## config.mk

```make
export PLATFORM = sky130hd
export DESIGN_NAME = vc_rr_arbiter
export DESIGN_NICKNAME = d
export VERILOG_FILES = /design/src/rtl/vc_arb_pkg.sv /design/src/rtl/fifo.sv /design/src/rtl/vc_rr_arbiter.sv
export SDC_FILE = /design/constraint.sdc
export NUM_CORES = 1
export LEC_CHECK = 0
export CORE_MARGIN = 5
export CORE_UTILIZATION = 35
export DETAILED_ROUTE_END_ITERATION = 10
export PLACE_DENSITY_LB_ADDON = 0.1
export SLEW_MARGIN = 20
export SYNTH_ARGS = -nofsm -noshare
export SYNTH_HDL_FRONTEND = slang
export SYNTH_SLANG_ARGS = --single-unit
```

## constraint.sdc

```tcl
create_clock -name clk -period 3 [get_ports clk]
set_input_delay 0.6 -clock clk [delete_from_list [all_inputs] [get_ports clk]]
set_output_delay 0.6 -clock clk [all_outputs]
set_load 0.005 [all_outputs]
```

## src/rtl/vc_arb_pkg.sv

```systemverilog
// Shared helpers for the round-robin credit/ready arbiter.
package vc_arb_pkg;

  typedef enum logic {ARB = 1'b0, HOLD = 1'b1} arb_state_e;

  function automatic int ch_w(input int n);
    return (n <= 1) ? 1 : $clog2(n);
  endfunction

  function automatic int cnt_w(input int credits);
    return $clog2(credits) + 1;
  endfunction

  function automatic int rr_next(input int idx, input int n);
    return (idx + 1) % n;
  endfunction

endpackage

```

## src/rtl/fifo.sv

```systemverilog
// Small synchronous FIFO; a push into a full FIFO is dropped unless a pop frees a slot that cycle.
module fifo #(
  parameter int DATA_WIDTH = 8,
  parameter int DEPTH      = 2
) (
  input  logic                  clk_i,
  input  logic                  arstn_i,
  input  logic                  push_i,
  input  logic                  pop_i,
  input  logic [DATA_WIDTH-1:0] data_i,
  output logic [DATA_WIDTH-1:0] data_o,
  output logic                  full_o,
  output logic                  empty_o
);
  localparam int PW = (DEPTH > 1) ? $clog2(DEPTH) : 1;
  localparam int CW = $clog2(DEPTH + 1);

  logic [DATA_WIDTH-1:0] mem_q [DEPTH];
  logic [PW-1:0]         wr_q, rd_q;
  logic [CW-1:0]         cnt_q;
  logic                  do_push, do_pop;

  function automatic logic [PW-1:0] ptr_inc(input logic [PW-1:0] p);
    return (p == PW'(DEPTH - 1)) ? '0 : p + PW'(1);
  endfunction

  assign full_o  = (cnt_q == CW'(DEPTH));
  assign empty_o = (cnt_q == '0);
  assign do_pop  = pop_i && !empty_o;
  assign do_push = push_i && (!full_o || do_pop);
  assign data_o  = mem_q[rd_q];

  always_ff @(posedge clk_i or negedge arstn_i) begin
    if (!arstn_i) begin
      wr_q  <= '0;
      rd_q  <= '0;
      cnt_q <= '0;
    end else begin
      if (do_push) wr_q <= ptr_inc(wr_q);
      if (do_pop)  rd_q <= ptr_inc(rd_q);
      if (do_push && !do_pop)      cnt_q <= cnt_q + CW'(1);
      else if (do_pop && !do_push) cnt_q <= cnt_q - CW'(1);
    end
  end

  always_ff @(posedge clk_i) begin
    if (do_push) mem_q[wr_q] <= data_i;
  end

endmodule

```

## src/rtl/vc_rr_arbiter.sv

```systemverilog
// NUM_CH valid/credit senders -> per-channel FIFOs -> round-robin onto one valid/ready port.
// Optional VC_RR_ARBITER_OVF_CHECK_EN adds sticky per-channel overflow flags (err_ovf_o).
module vc_rr_arbiter
  import vc_arb_pkg::*;
#(
  parameter int DATA_WIDTH = 8,
  parameter int CREDIT_NUM = 2,
  parameter int NUM_CH     = 4,
  localparam int CH_W      = ch_w(NUM_CH)
) (
  input  logic                         clk,
  input  logic                         rst_n,
  input  logic [NUM_CH*DATA_WIDTH-1:0] s_data_i,
  input  logic [NUM_CH-1:0]            s_valid_i,
  output logic [NUM_CH-1:0]            s_credit_o,
  output logic [DATA_WIDTH-1:0]        m_data_o,
  output logic [CH_W-1:0]              m_ch_o,
  output logic                         m_valid_o,
  input  logic                         m_ready_i
`ifdef VC_RR_ARBITER_OVF_CHECK_EN
  ,
  output logic [NUM_CH-1:0]            err_ovf_o
`endif
);
  localparam int CNT_W = cnt_w(CREDIT_NUM);

  logic [NUM_CH-1:0][DATA_WIDTH-1:0] dout;
  logic [NUM_CH-1:0]                 full, empty, pop;
  arb_state_e                        state_q, state_d;
  logic [CH_W-1:0]                   rr_q, rr_d, grant_q, grant_d, sel;
  logic                              found, xfer;

  for (genvar c = 0; c < NUM_CH; c++) begin : g_ch
    logic [CNT_W-1:0] cnt_q, cnt_d;

    fifo #(.DATA_WIDTH(DATA_WIDTH), .DEPTH(CREDIT_NUM)) u_fifo (
      .clk_i   (clk),
      .arstn_i (rst_n),
      .push_i  (s_valid_i[c]),
      .pop_i   (pop[c]),
      .data_i  (s_data_i[c*DATA_WIDTH +: DATA_WIDTH]),
      .data_o  (dout[c]),
      .full_o  (full[c]),
      .empty_o (empty[c])
    );

    assign pop[c]        = xfer && (m_ch_o == CH_W'(c));
    assign s_credit_o[c] = (cnt_q != '0);

    // Counter holds credits not yet handed back to the sender.
    always_comb begin
      cnt_d = cnt_q;
      if (pop[c] && !s_credit_o[c])      cnt_d = cnt_q + CNT_W'(1);
      else if (!pop[c] && s_credit_o[c]) cnt_d = cnt_q - CNT_W'(1);
    end

    always_ff @(posedge clk or negedge rst_n) begin
      if (!rst_n) cnt_q <= CNT_W'(CREDIT_NUM);
      else        cnt_q <= cnt_d;
    end

`ifdef VC_RR_ARBITER_OVF_CHECK_EN
    logic ovf_q;
    always_ff @(posedge clk or negedge rst_n) begin
      if (!rst_n)                                 ovf_q <= 1'b0;
      else if (s_valid_i[c] && full[c] && !pop[c]) ovf_q <= 1'b1;
    end
    assign err_ovf_o[c] = ovf_q;
`endif
  end

  // First non-empty channel at or after rr_q, wrapping.
  always_comb begin
    found = 1'b0;
    sel   = '0;
    for (int i = 0; i < NUM_CH; i++) begin
      if (!found && !empty[(int'(rr_q) + i) % NUM_CH]) begin
        found = 1'b1;
        sel   = CH_W'((int'(rr_q) + i) % NUM_CH);
      end
    end
  end

  always_comb begin
    state_d   = state_q;
    rr_d      = rr_q;
    grant_d   = grant_q;
    m_valid_o = 1'b0;
    m_ch_o    = sel;
    case (state_q)
      ARB: begin
        m_valid_o = found;
        if (found) begin
          if (m_ready_i) begin
            rr_d = CH_W'(rr_next(int'(sel), NUM_CH));
          end else begin
            grant_d = sel;
            state_d = HOLD;
          end
        end
      end
      HOLD: begin
        m_valid_o = 1'b1;
        m_ch_o    = grant_q;
        if (m_ready_i) begin
          rr_d    = CH_W'(rr_next(int'(grant_q), NUM_CH));
          state_d = ARB;
        end
      end
      default: state_d = ARB;
    endcase
  end

  assign xfer     = m_valid_o && m_ready_i;
  assign m_data_o = dout[m_ch_o];

  always_ff @(posedge clk or negedge rst_n) begin
    if (!rst_n) begin
      state_q <= ARB;
      rr_q    <= '0;
      grant_q <= '0;
    end else begin
      state_q <= state_d;
      rr_q    <= rr_d;
      grant_q <= grant_d;
    end
  end

endmodule
```

# Word level (Yosys, flattened, before mapping)
# Memories as Yosys holds them, arrays and structs flattened.
# Index checks and enable logic that the tools add are counted.
# classes
n_addsub	29
order_cmp	5
n_eq_ne	10
mux	62
bitwise	5
n_reduce_logical	87
# op_table
operator	n
$mux 2	24
$logic_and 1x1->1	32
$logic_not 1->1	29
$mux 1	29
$reduce_bool 2->1	12
$add 2x1->2 const B	11
$bmux 8 s2	1
$sub 2x1->2 const B	8
$eq 2x2->1 const B	6
$lt 3x4->1 const B	3
$logic_not 2->1	5
$add 1x1->1 const B	8
$bmux 1 s2	4
$mux 8	1
$lt 2x3->1 const B	2
$ne 2x2->1 const B	3
$reduce_and 3->1	2
$reduce_or 2->1	3
$add 2x2->2 const B	2
$logic_or 1x1->1	4
$pmux 1 s2	2
$pmux 2 s2	1
$and 1x1->1 const A	3
$eq 2x1->1 const B	1
$not 1->1	2
# word_totals
regBits	29
ram_bits	64
input_bits	39
out_inout_bits	15
elab_cells	221
mem_count	4
# mem_list
name	depth	word_bits	rd	rd_clocked_by_memory_dff	wr	line	source
g_ch[0].u_fifo.mem_q	2	8	1	0	1	fifo.sv:18	logic [DATA_WIDTH-1:0] mem_q [DEPTH];
g_ch[1].u_fifo.mem_q	2	8	1	0	1	fifo.sv:18	
g_ch[2].u_fifo.mem_q	2	8	1	0	1	fifo.sv:18	
g_ch[3].u_fifo.mem_q	2	8	1	0	1	fifo.sv:18	

# Longest topological paths before layout
# Gate-level depths: netlist of the first run.
# logic_depth
word_depth	25
ltp_mapped	13
ltp_nobuf	10

# By module
# Synthesis of the first run repeated with hierarchy kept, for this count alone.
# unflattened
hier_cells	300
hier_area_um2	4235.3
# modules_own_cells
mod	n_inst	cells_per_inst	area_per_inst_um2	seq_area_each_um2
fifo	4	45	793.3	580.6
vc_rr_arbiter	1	120	1062.3	330.3

# Worst setup path before layout of the first run
# Ideal clock, no wire load.
# synth_timing
path_kind	flip-flop to output port
startpoint	register g_ch[0].u_fifo.cnt_q[0]
endpoint	output m_data_o[4]
arrival_time_ns	2.047
setup_slack_ns	0.353
stages_incl_launch_ff	9
path_buffers	3
cell_sequence	dfrtp_1 > buf_2 > o21a_1 > and2_1 > o41a_1 > buf_6 > inv_6 > buf_8 > mux4_2
# synth_between
elab_chain_cells	16
word_cells_on_any_way	30
cone_classes	mux: 21; reduce/logical: 9
# synth_rtl
element	line	source
start, declared	fifo.sv:20	logic [CW-1:0] cnt_q;
start signal, assigned	fifo.sv:41	if (do_push && !do_pop) cnt_q <= cnt_q + CW'(1);
start signal, assigned	fifo.sv:42	else if (do_pop && !do_push) cnt_q <= cnt_q - CW'(1);
$logic_not 2->1 (*)	fifo.sv:28	assign empty_o = (cnt_q == '0);
$bmux 1 s2	vc_rr_arbiter.sv:77	if (!found && !empty[(int'(rr_q) + i) % NUM_CH]) begin
$mux 1 (implied by the code) (2 in series)	vc_rr_arbiter.sv:77	
$logic_not 1->1	vc_rr_arbiter.sv:77	
$logic_and 1x1->1	vc_rr_arbiter.sv:77	
$mux 1	vc_rr_arbiter.sv:77	
$logic_not 1->1	vc_rr_arbiter.sv:77	
$logic_and 1x1->1	vc_rr_arbiter.sv:77	
$mux 1	vc_rr_arbiter.sv:77	
$logic_not 1->1	vc_rr_arbiter.sv:77	
$logic_and 1x1->1	vc_rr_arbiter.sv:77	
$mux 2 (*)	vc_rr_arbiter.sv:77	
$mux 2 (*)	vc_rr_arbiter.sv:90	case (state_q)
via m_ch_o[0]	vc_rr_arbiter.sv:17	output logic [CH_W-1:0] m_ch_o,
$bmux 8 s2 (*)	vc_rr_arbiter.sv:115	assign m_data_o = dout[m_ch_o];
$mux 8 (implied by the code) (*)	vc_rr_arbiter.sv:115	
end, declared	vc_rr_arbiter.sv:16	output logic [DATA_WIDTH-1:0] m_data_o,
# The timed path passes the listed nets; every way through them passes the cells marked *. The select of a mux whose other input is x is not followed.

# Worst setup path after layout of the first run
# layout_timing
startpoint	register g_ch[0].u_fifo.cnt_q[1]
endpoint	output m_data_o[7]
# layout_between
elab_chain_cells	16
word_cells_on_any_way	30
cone_classes	mux: 21; reduce/logical: 9
# layout_rtl
element	line
$logic_not 2->1 (*)	fifo.sv:28
$bmux 1 s2	vc_rr_arbiter.sv:77
$mux 1 (implied by the code) (2 in series)	vc_rr_arbiter.sv:77
$logic_not 1->1	vc_rr_arbiter.sv:77
$logic_and 1x1->1	vc_rr_arbiter.sv:77
$mux 1	vc_rr_arbiter.sv:77
$logic_not 1->1	vc_rr_arbiter.sv:77
$logic_and 1x1->1	vc_rr_arbiter.sv:77
$mux 1	vc_rr_arbiter.sv:77
$logic_not 1->1	vc_rr_arbiter.sv:77
$logic_and 1x1->1	vc_rr_arbiter.sv:77
$mux 2 (*)	vc_rr_arbiter.sv:77
$mux 2 (*)	vc_rr_arbiter.sv:90
$bmux 8 s2 (*)	vc_rr_arbiter.sv:115
$mux 8 (implied by the code) (*)	vc_rr_arbiter.sv:115
# Every way passes the cells marked *; elsewhere a longest branch is shown, timed or not. The select of a mux whose other input is x is not followed.

==> results of run 1 <==
## what timing repair did
| item | CTS | global route |
|---|---|---|
| hold buffers | 0 | 0 |
| resized for setup | 45 | 13 |
| cloned | 1 | 1 |
| setup buffers | 8 | 4 |
| pin swaps | 5 | 3 |
| endpoints found under the setup margin | 9 | 10 |
## routing by layer
layer / vias to the layer above / GRT usage (%) / wire, µm
li1: 1224 / - / -
met1: 1217 / 17.09 / 4251
met2: 48 / 20.72 / 4191
met3: 11 / 3.181 / 358
met4: 0 / 5.382 / 146
met5: - / 0 / 0
## kinds of logic after synthesis
| group | count (synthesis) | synth area share, % |
|---|---|---|
| AND/OR/NAND/NOR | 58 | 7.319 |
| XOR/XNOR | 30 | 6.173 |
| multiplexers | 42 | 13.49 |
| AO/OA/AOI/OAI | 27 | 5.203 |
| adder cells (fa/ha/maj) | 8 | 2.352 |
| buffers and inverters | 24 | 3.145 |
| flip-flops | 93 | 62.32 |
## final timing paths
check	from	to	slack [ns]	cells past startpoint
setup reg to reg	g_ch[1].u_fifo.cnt_q[0]	g_ch[3].u_fifo.cnt_q[1]	0.22	8
hold reg to reg	g_ch[3].u_fifo.wr_q	g_ch[3].u_fifo.wr_q	0.49	1
max in group asynchronous	rst_n	g_ch[0].cnt_q[1]	2.02	2
setup / recovery	g_ch[0].u_fifo.cnt_q[1]	m_data_o[7]	-0.06	8
min in group asynchronous	rst_n	g_ch[0].u_fifo.rd_q	0.65	2
hold / removal	g_ch[3].u_fifo.wr_q	g_ch[3].u_fifo.wr_q	0.49	1
## stage by stage
stage	area, µm²	instances	setup slack, ns	utilization, %
after floorplan	4257	282	0.3530	-
after global placement	5067	495	0.01455	42.36
after detailed placement	5067	495	-0.02430	42.36
after CTS	5425	518	-0.1083	45.36
after global routing	5505	523	-0.1477	46.03
final	5505	523	-0.06344	46.03
## area by class of cell
type	instances	area (µm²)
multi-input cells	165	1495
clock buffers	10	229.0
inverters	14	62.56
repair buffers	87	777.0
repair inverters	2	13.76
clock inverters	5	85.08
well taps	147	183.9
fillers	1086	6456
flip-flops and latches	93	2659
## where the power goes
group	switching, µW	internal (µW)	leakage (µW)	total (µW)
logic	1160	1390	0.00102	2550
registers	313	1890	0.000928	2200
clock network	471	730	0.000149	1200
total	1940	4010	0.00209	5950
## synthesized netlist by cell type, types with 2 or more instances
library cell                n
sky130_fd_sc_hd__nor2b_1    3
sky130_fd_sc_hd__xor2_1    16
sky130_fd_sc_hd__or2_1      2
sky130_fd_sc_hd__nand2_1    9
sky130_fd_sc_hd__o21a_1     4
sky130_fd_sc_hd__nand3_1    2
sky130_fd_sc_hd__a31oi_1    3
sky130_fd_sc_hd__xnor2_1   14
sky130_fd_sc_hd__buf_6      3
sky130_fd_sc_hd__a211oi_1   2
sky130_fd_sc_hd__mux2_2    34
sky130_fd_sc_hd__ha_1       8
sky130_fd_sc_hd__mux4_2     5
sky130_fd_sc_hd__inv_1     12
sky130_fd_sc_hd__nand4_1    4
sky130_fd_sc_hd__o21ai_0    3
sky130_fd_sc_hd__and2_1     2
sky130_fd_sc_hd__dfrtp_1   25
sky130_fd_sc_hd__nor3_1     5
sky130_fd_sc_hd__dfstp_2    4
sky130_fd_sc_hd__nand2b_1   3
sky130_fd_sc_hd__nor4_2     3
sky130_fd_sc_hd__buf_1      4
sky130_fd_sc_hd__edfxtp_1  64
sky130_fd_sc_hd__mux4_1     3
sky130_fd_sc_hd__a211o_1    2
sky130_fd_sc_hd__o21bai_1   2
sky130_fd_sc_hd__nor2_1    20
## cells in the final DEF, fill, tap and decap left out, types with 5 or more instances in the layout
cell / Yosys / final
sky130_fd_sc_hd__edfxtp_1: 64 / 64
sky130_fd_sc_hd__clkdlybuf4s50_1: 0 / 44
sky130_fd_sc_hd__mux2_2: 34 / 34
sky130_fd_sc_hd__buf_4: 1 / 28
sky130_fd_sc_hd__nor2_1: 20 / 20
sky130_fd_sc_hd__dfrtp_1: 25 / 20
sky130_fd_sc_hd__xor2_1: 16 / 16
sky130_fd_sc_hd__xnor2_1: 14 / 14
sky130_fd_sc_hd__inv_1: 12 / 12
sky130_fd_sc_hd__nand2_1: 9 / 9
sky130_fd_sc_hd__clkbuf_16: 0 / 9
sky130_fd_sc_hd__mux4_2: 5 / 8
sky130_fd_sc_hd__ha_1: 8 / 8
sky130_fd_sc_hd__buf_2: 1 / 7
sky130_fd_sc_hd__buf_6: 3 / 7
sky130_fd_sc_hd__dfrtp_2: 0 / 5
## worst max-delay path, cell delays in order, from the launching register on
cell	delay, ns
sky130_fd_sc_hd__dfrtp_2	0.43
sky130_fd_sc_hd__o21a_1	0.21
sky130_fd_sc_hd__and2_4	0.14
sky130_fd_sc_hd__o41a_1	0.38
sky130_fd_sc_hd__buf_6	0.15
sky130_fd_sc_hd__inv_8	0.06
sky130_fd_sc_hd__buf_6	0.09
sky130_fd_sc_hd__mux4_2	0.51
sky130_fd_sc_hd__buf_2	0.15
## state kept, by name, indices dropped and copies added, names as in the netlist
name / count
g_ch.u_fifo.wr_q: 4
grant_q: 2
g_ch.u_fifo.cnt_q: 8
rr_q: 2
g_ch.cnt_q: 8
g_ch.u_fifo.mem_q: 64
state_q: 1
g_ch.u_fifo.rd_q: 4
==> summary.log, run 1 <==
INFO  run_status     outcome=finished with violations
INFO  run_status     violated_checks=negative setup slack
INFO  grt            initial_antenna_violation_count=0
INFO  timing         max_freq=326.4MHz
INFO  finish         syn_to_final_growth=29.34%
INFO  drt            detail_route.vias_per_cell=4.780
INFO  clock_network  clkLatencyLatePin=0.34ns
INFO  timing         slew-limit-headroom=70.88%
INFO  logic_synthesis synth_edf_count=64
INFO  drt            post-route-drc-count=0
INFO  drt            antenna_violating_nets_post_route=0
INFO  place          finalWeightedCongestion=0.8427
INFO  logic_synthesis synth_area_leaders=sky130_fd_sc_hd__edfxtp_1 (45%), sky130_fd_sc_hd__dfrtp_1 (15%), sky130_fd_sc_hd__mux2_2 (9.0%)
INFO  setup_path     timing.critical_path.fanout_max=5
INFO  timing         report.final.slew_viol_count=0
INFO  floorplan      num_rows=40
INFO  finish         antennaDiodeCount=0
INFO  clock_network  cts.sinks=93
INFO  logic_synthesis postSynthRegisterBits=93
INFO  grt            overflow=0
INFO  clock_network  cts-root-to-sink-buffers=2
INFO  timing         final.setup_skew=0.007569ns
INFO  setup_path     cp-end-kind=output port
INFO  flow_run       timing.max_cap.violations=0
INFO  clock_network  cts_tree=yes
INFO  pwr            power=5949µW
INFO  timing         final.setup.tns=-0.3224ns
INFO  timing         tightestPinTransition=0.4368ns
INFO  pwr            worst_supply_voltage_drop_on_vdd=0.0005057V
INFO  min_path       min_path_type=register to register
INFO  place          dpl.hpwl=6406µm
INFO  setup_path     critical_path.startpoint_type=register
INFO  setup_path     crit_path_kind=register to output port
INFO  drt            first_pass_iters=4
INFO  grt            first_global_vias=2626
INFO  timing         finalSetupViolCount=7
INFO  finish         finish.net_count=419
INFO  drt            routed_wirelength=8949µm
INFO  logic_synthesis synth_async_sr_flop_share=31.18%
INFO  logic_synthesis ys.warnings.count=0
INFO  place          port_buffers=53
INFO  timing         unrepaired_setup_endpoints_after_global_routing=yes
INFO  logic_synthesis synthesis.area=4257µm²
INFO  grt            grt_start_max_net_pins=30
INFO  timing         timing.hold.ws=0.4910ns
INFO  logic_synthesis area_leader_netlist=sky130_fd_sc_hd__edfxtp_1
INFO  logic_synthesis synth_largest_type_area_fraction=45.15%
INFO  timing         final_critical_path_setup_slack=-0.06344ns
INFO  clock_network  cts_htree_levels=3
INFO  timing         post_layout_min_period=3.063ns
INFO  drt            routed_wire_length_per_instance=17.11µm
INFO  pwr            leakagePower=0.002094µW
INFO  setup_path     worstPathArrival=2.46ns
INFO  drt            num_vias=2500
INFO  clock_network  tritoncts.num_buffers=9
INFO  logic_synthesis synth_area_per_cell=15.09µm²
INFO  clock_network  clkTransAtPathRegs=0.06ns
INFO  logic_synthesis count_of_cell_types_in_the_netlist=49
INFO  grt            global_route_wire_length_before_repair=14190µm
INFO  floorplan      die_w=120.3µm
INFO  logic_synthesis synthFlopType=sky130_fd_sc_hd__edfxtp_1
INFO  floorplan      initial_standard_cell_utilization_of_the_core=35.59%
INFO  timing         final-hold-violation-count=0
INFO  setup_path     wp_data_required=2.40ns
INFO  floorplan      io_pins=54
INFO  pwr            power_density_over_cell_area=1081nW/µm²
INFO  grt            global_routing_usage_summed_across_all_routing_layers=13.03%
INFO  logic_synthesis syn-instance-count=282
INFO  floorplan      die_h=120.3µm
INFO  floorplan      die_area=14470µm²
INFO  floorplan      core=11960µm²
INFO  logic_synthesis seq_area_frac_synth=62.32%
INFO  timing         finalCritPeriodShare=102.1%
INFO  finish         drive_gt1_share=32.71%
INFO  drt            detail_route.iter0.violations=116
INFO  clock_network  clk_root_buffer_cell=sky130_fd_sc_hd__clkbuf_16
INFO  logic_synthesis synth_nets=329
Power figures use the tool's default switching activity.
==> inputs of run 2 (changes only) <==
--- a/config.mk
+++ b/config.mk
@@ -5,6 +5,8 @@
 export SDC_FILE = /design/constraint.sdc
 export NUM_CORES = 1
 export LEC_CHECK = 0
+export CELL_PAD_IN_SITES_DETAIL_PLACEMENT = 1
+export CELL_PAD_IN_SITES_GLOBAL_PLACEMENT = 2
 export CORE_MARGIN = 5
 export CORE_UTILIZATION = 35
 export DETAILED_ROUTE_END_ITERATION = 10
@@ -12,4 +14,5 @@
 export SLEW_MARGIN = 20
 export SYNTH_ARGS = -nofsm -noshare
 export SYNTH_HDL_FRONTEND = slang
+export SYNTH_HIERARCHICAL = 1
 export SYNTH_SLANG_ARGS = --single-unit
==> summary.log, run 2 <==
INFO  run_status     outcome=complete, no violations
INFO  place          finalWeightedCongestion=0.7347 [-13%]
INFO  timing         slew-limit-headroom=69.72% [-1.2 points]
INFO  finish         postLayoutCoreUtil=46.72% [+0.70 points]
INFO  finish         largest_register_ffs=64 [unchanged]
INFO  setup_path     crit_path_kind=register to output port
INFO  timing         tightestPinTransition=0.4542ns [+0.01744 ns]
INFO  timing         finalCritPeriodShare=97.34% [-4.8 points]
INFO  timing         report.final.slew_viol_count=0 [unchanged]
INFO  min_path       min_path_type=register to register
INFO  clock_network  clkLatencyLatePin=0.35ns [about the same]
INFO  timing         finalSetupViolCount=0 [-7]
INFO  finish         most-common-layout-cells=sky130_fd_sc_hd__edfxtp_1 (64), sky130_fd_sc_hd__clkdlybuf4s50_1 (44), sky130_fd_sc_hd__buf_4 (39), sky130_fd_sc_hd__nand2_1 (30)
INFO  place          dpl.hpwl=6579µm [+2.7%]
INFO  pwr            leakagePower=0.002178µW [+4.0%]
INFO  floorplan      die_area=14350µm² [-0.78%]
INFO  setup_path     worstPathArrival=2.32ns [-0.14 ns]
INFO  finish         drive_gt1_share=29.00% [-3.7 points]
INFO  floorplan      io_pins=54 [unchanged]
INFO  timing         final-hold-violation-count=0 [unchanged]
INFO  timing         post_layout_min_period=2.920ns [-0.1431 ns]
INFO  setup_path     cp-end-kind=output port
INFO  timing         final_critical_path_setup_slack=0.07970ns [+0.1431 ns]
INFO  finish         syn_to_final_growth=31.87%
INFO  flow_run       timing.max_cap.violations=0 [unchanged]
INFO  clock_network  cts_htree_levels=3 [unchanged]
INFO  grt            first_global_vias=2717 [+3.5%]
INFO  floorplan      die_h=119.8µm [-0.39%]
INFO  grt            grt_start_max_net_pins=30 [unchanged]
INFO  pwr            power_density_over_cell_area=1091nW/µm² [+0.98%]
INFO  drt            first_pass_iters=4 [unchanged]
INFO  logic_synthesis synthesis.area=4220µm² [-0.85%]
INFO  place          placed_cells_incl_taps=514 [+3.8%]
INFO  drt            post-route-drc-count=0 [unchanged]
INFO  clock_network  cts_tree=yes
INFO  floorplan      initial_standard_cell_utilization_of_the_core=35.43% [-0.16 points]
INFO  drt            routed_wirelength=8920µm [-0.32%]
INFO  setup_path     timing.critical_path.fanout_max=8 [+3]
INFO  clock_network  clk_root_buffer_cell=sky130_fd_sc_hd__clkbuf_16
INFO  clock_network  cts-root-to-sink-buffers=2 [unchanged]
INFO  pwr            power=6073µW [+2.1%]
INFO  clock_network  clkTransAtPathRegs=0.07ns [about the same]
INFO  pwr            worst_supply_voltage_drop_on_vdd=0.0003951V [-22%]
INFO  clock_network  tritoncts.num_buffers=9 [unchanged]
INFO  timing         final.setup_skew=0.008049ns [+0.0004798 ns]
INFO  finish         finish.net_count=442 [+5.5%]
INFO  timing         unrepaired_setup_endpoints_after_global_routing=yes
INFO  floorplan      die_w=119.8µm [-0.39%]
INFO  drt            antenna_violating_nets_post_route=0 [unchanged]
INFO  logic_synthesis synth_area_per_cell=14.26µm² [-5.5%]
INFO  setup_path     wp_data_required=2.40ns [about the same]
INFO  clock_network  cts.sinks=93 [unchanged]
INFO  finish         commonest_non_fill_non_tap_cell_in_the_layout=sky130_fd_sc_hd__edfxtp_1
INFO  logic_synthesis syn-instance-count=296 [+5.0%]
INFO  grt            overflow=0 [unchanged]
INFO  finish         regMostFlops=g_ch.u_fifo/mem_q
INFO  finish         antennaDiodeCount=0 [unchanged]
INFO  floorplan      core=11910µm² [-0.42%]
INFO  drt            detail_route.iter0.violations=93 [-20%]
INFO  grt            initial_antenna_violation_count=0 [unchanged]
INFO  drt            detail_route.vias_per_cell=4.735 [-0.95%]
INFO  finish         finalInstanceArea=5565µm² [+1.1%]
INFO  logic_synthesis ys.warnings.count=6 [+6]
INFO  place          port_buffers=53 [unchanged]
INFO  timing         max_freq=342.4MHz [+4.9%]
INFO  grt            global_route_wire_length_before_repair=14260µm [+0.49%]
INFO  place          placedInstanceArea=5056µm² [-0.22%]
INFO  finish         cell_count_final_fillers_out=547 [+4.6%]
INFO  drt            routed_wire_length_per_instance=16.31µm [-4.7%]
INFO  logic_synthesis synth_nets=343 [+4.3%]
INFO  setup_path     critical_path.startpoint_type=register
INFO  drt            num_vias=2590 [+3.6%]
INFO  place          dp_slack=0.003985ns [+0.02828 ns]
INFO  floorplan      num_rows=40 [unchanged]
INFO  finish         top_regs=g_ch.u_fifo/mem_q x64, g_ch.cnt_q x8, g_ch.u_fifo/cnt_q x8
INFO  grt            global_routing_usage_summed_across_all_routing_layers=13.29% [+0.26 points]
[run 2: what timing repair did]
action,in CTS,in global routing
setup endpoints to repair,10,11
pin swaps,1,3
setup buffers,9,7
gates resized for setup,19,14
hold buffers,0,0
cloned,1,0
[run 2: where the power goes]
part	total (µW)	switching [µW]	internal, µW	leakage (µW)
logic	2750	1280	1460	0.00109
clock network	1220	489	733	0.000158
registers	2110	257	1850	0.000932
[run 2: path summary, 6_finish.rpt]
check,startpoint,to,slack (ns),depth (start not counted)
setup / recovery,g_ch[0].u_fifo/cnt_q[0],m_ch_o[1],0.08,8
hold / removal,grant_q[1],grant_q[1],0.49,2
setup reg to reg,g_ch[0].u_fifo/cnt_q[0],g_ch[2].u_fifo/cnt_q[1],0.13,16
hold reg to reg,grant_q[1],grant_q[1],0.49,2
max in group asynchronous,rst_n,g_ch[2].cnt_q[1],2.00,2
min in group asynchronous,rst_n,g_ch[3].u_fifo/rd_q,0.65,2
[run 2: worst max-delay path, stage by stage (launching register included)]
cell and delay (ns):
sky130_fd_sc_hd__dfrtp_1 0.37, sky130_fd_sc_hd__nor2_1 0.10, sky130_fd_sc_hd__buf_4 0.14, sky130_fd_sc_hd__nor2b_4 0.04, sky130_fd_sc_hd__o221a_2 0.26, sky130_fd_sc_hd__o31ai_2 0.24, sky130_fd_sc_hd__buf_6 0.18, sky130_fd_sc_hd__buf_8 0.13
sky130_fd_sc_hd__clkdlybuf4s50_1 0.50
[run 2: area by class of cell]
type / count / area, µm²
Timing Repair inverter: 1 / 7.507
Clock inverter: 7 / 95.09
Timing Repair Buffer: 97 / 879.6
Inverter: 13 / 53.80
Tap cell: 147 / 183.9
Sequential cell: 93 / 2653
Fill cell: 1227 / 6346
Clock buffer: 9 / 225.2
Multi-Input combinational cell: 180 / 1468
[run 2: metal layers]
layer	vias up	share of wire (%)	GRT usage, %
li1	1255	-	-
met1	1282	47	16.89
met2	42	48	21.15
met3	11	4.1	4.524
met4	0	1.1	4.724
met5	-	0	0
[run 2: stage by stage]
stage / hold WS, ns / setup TNS, ns
final: 0.4929 / 0
after global routing: 0.5240 / -0.01057
after CTS: 0.4998 / -0.2031
after detailed placement: 0.4772 / 0
after global placement: 0.4680 / 0
after floorplan: 0.3044 / 0
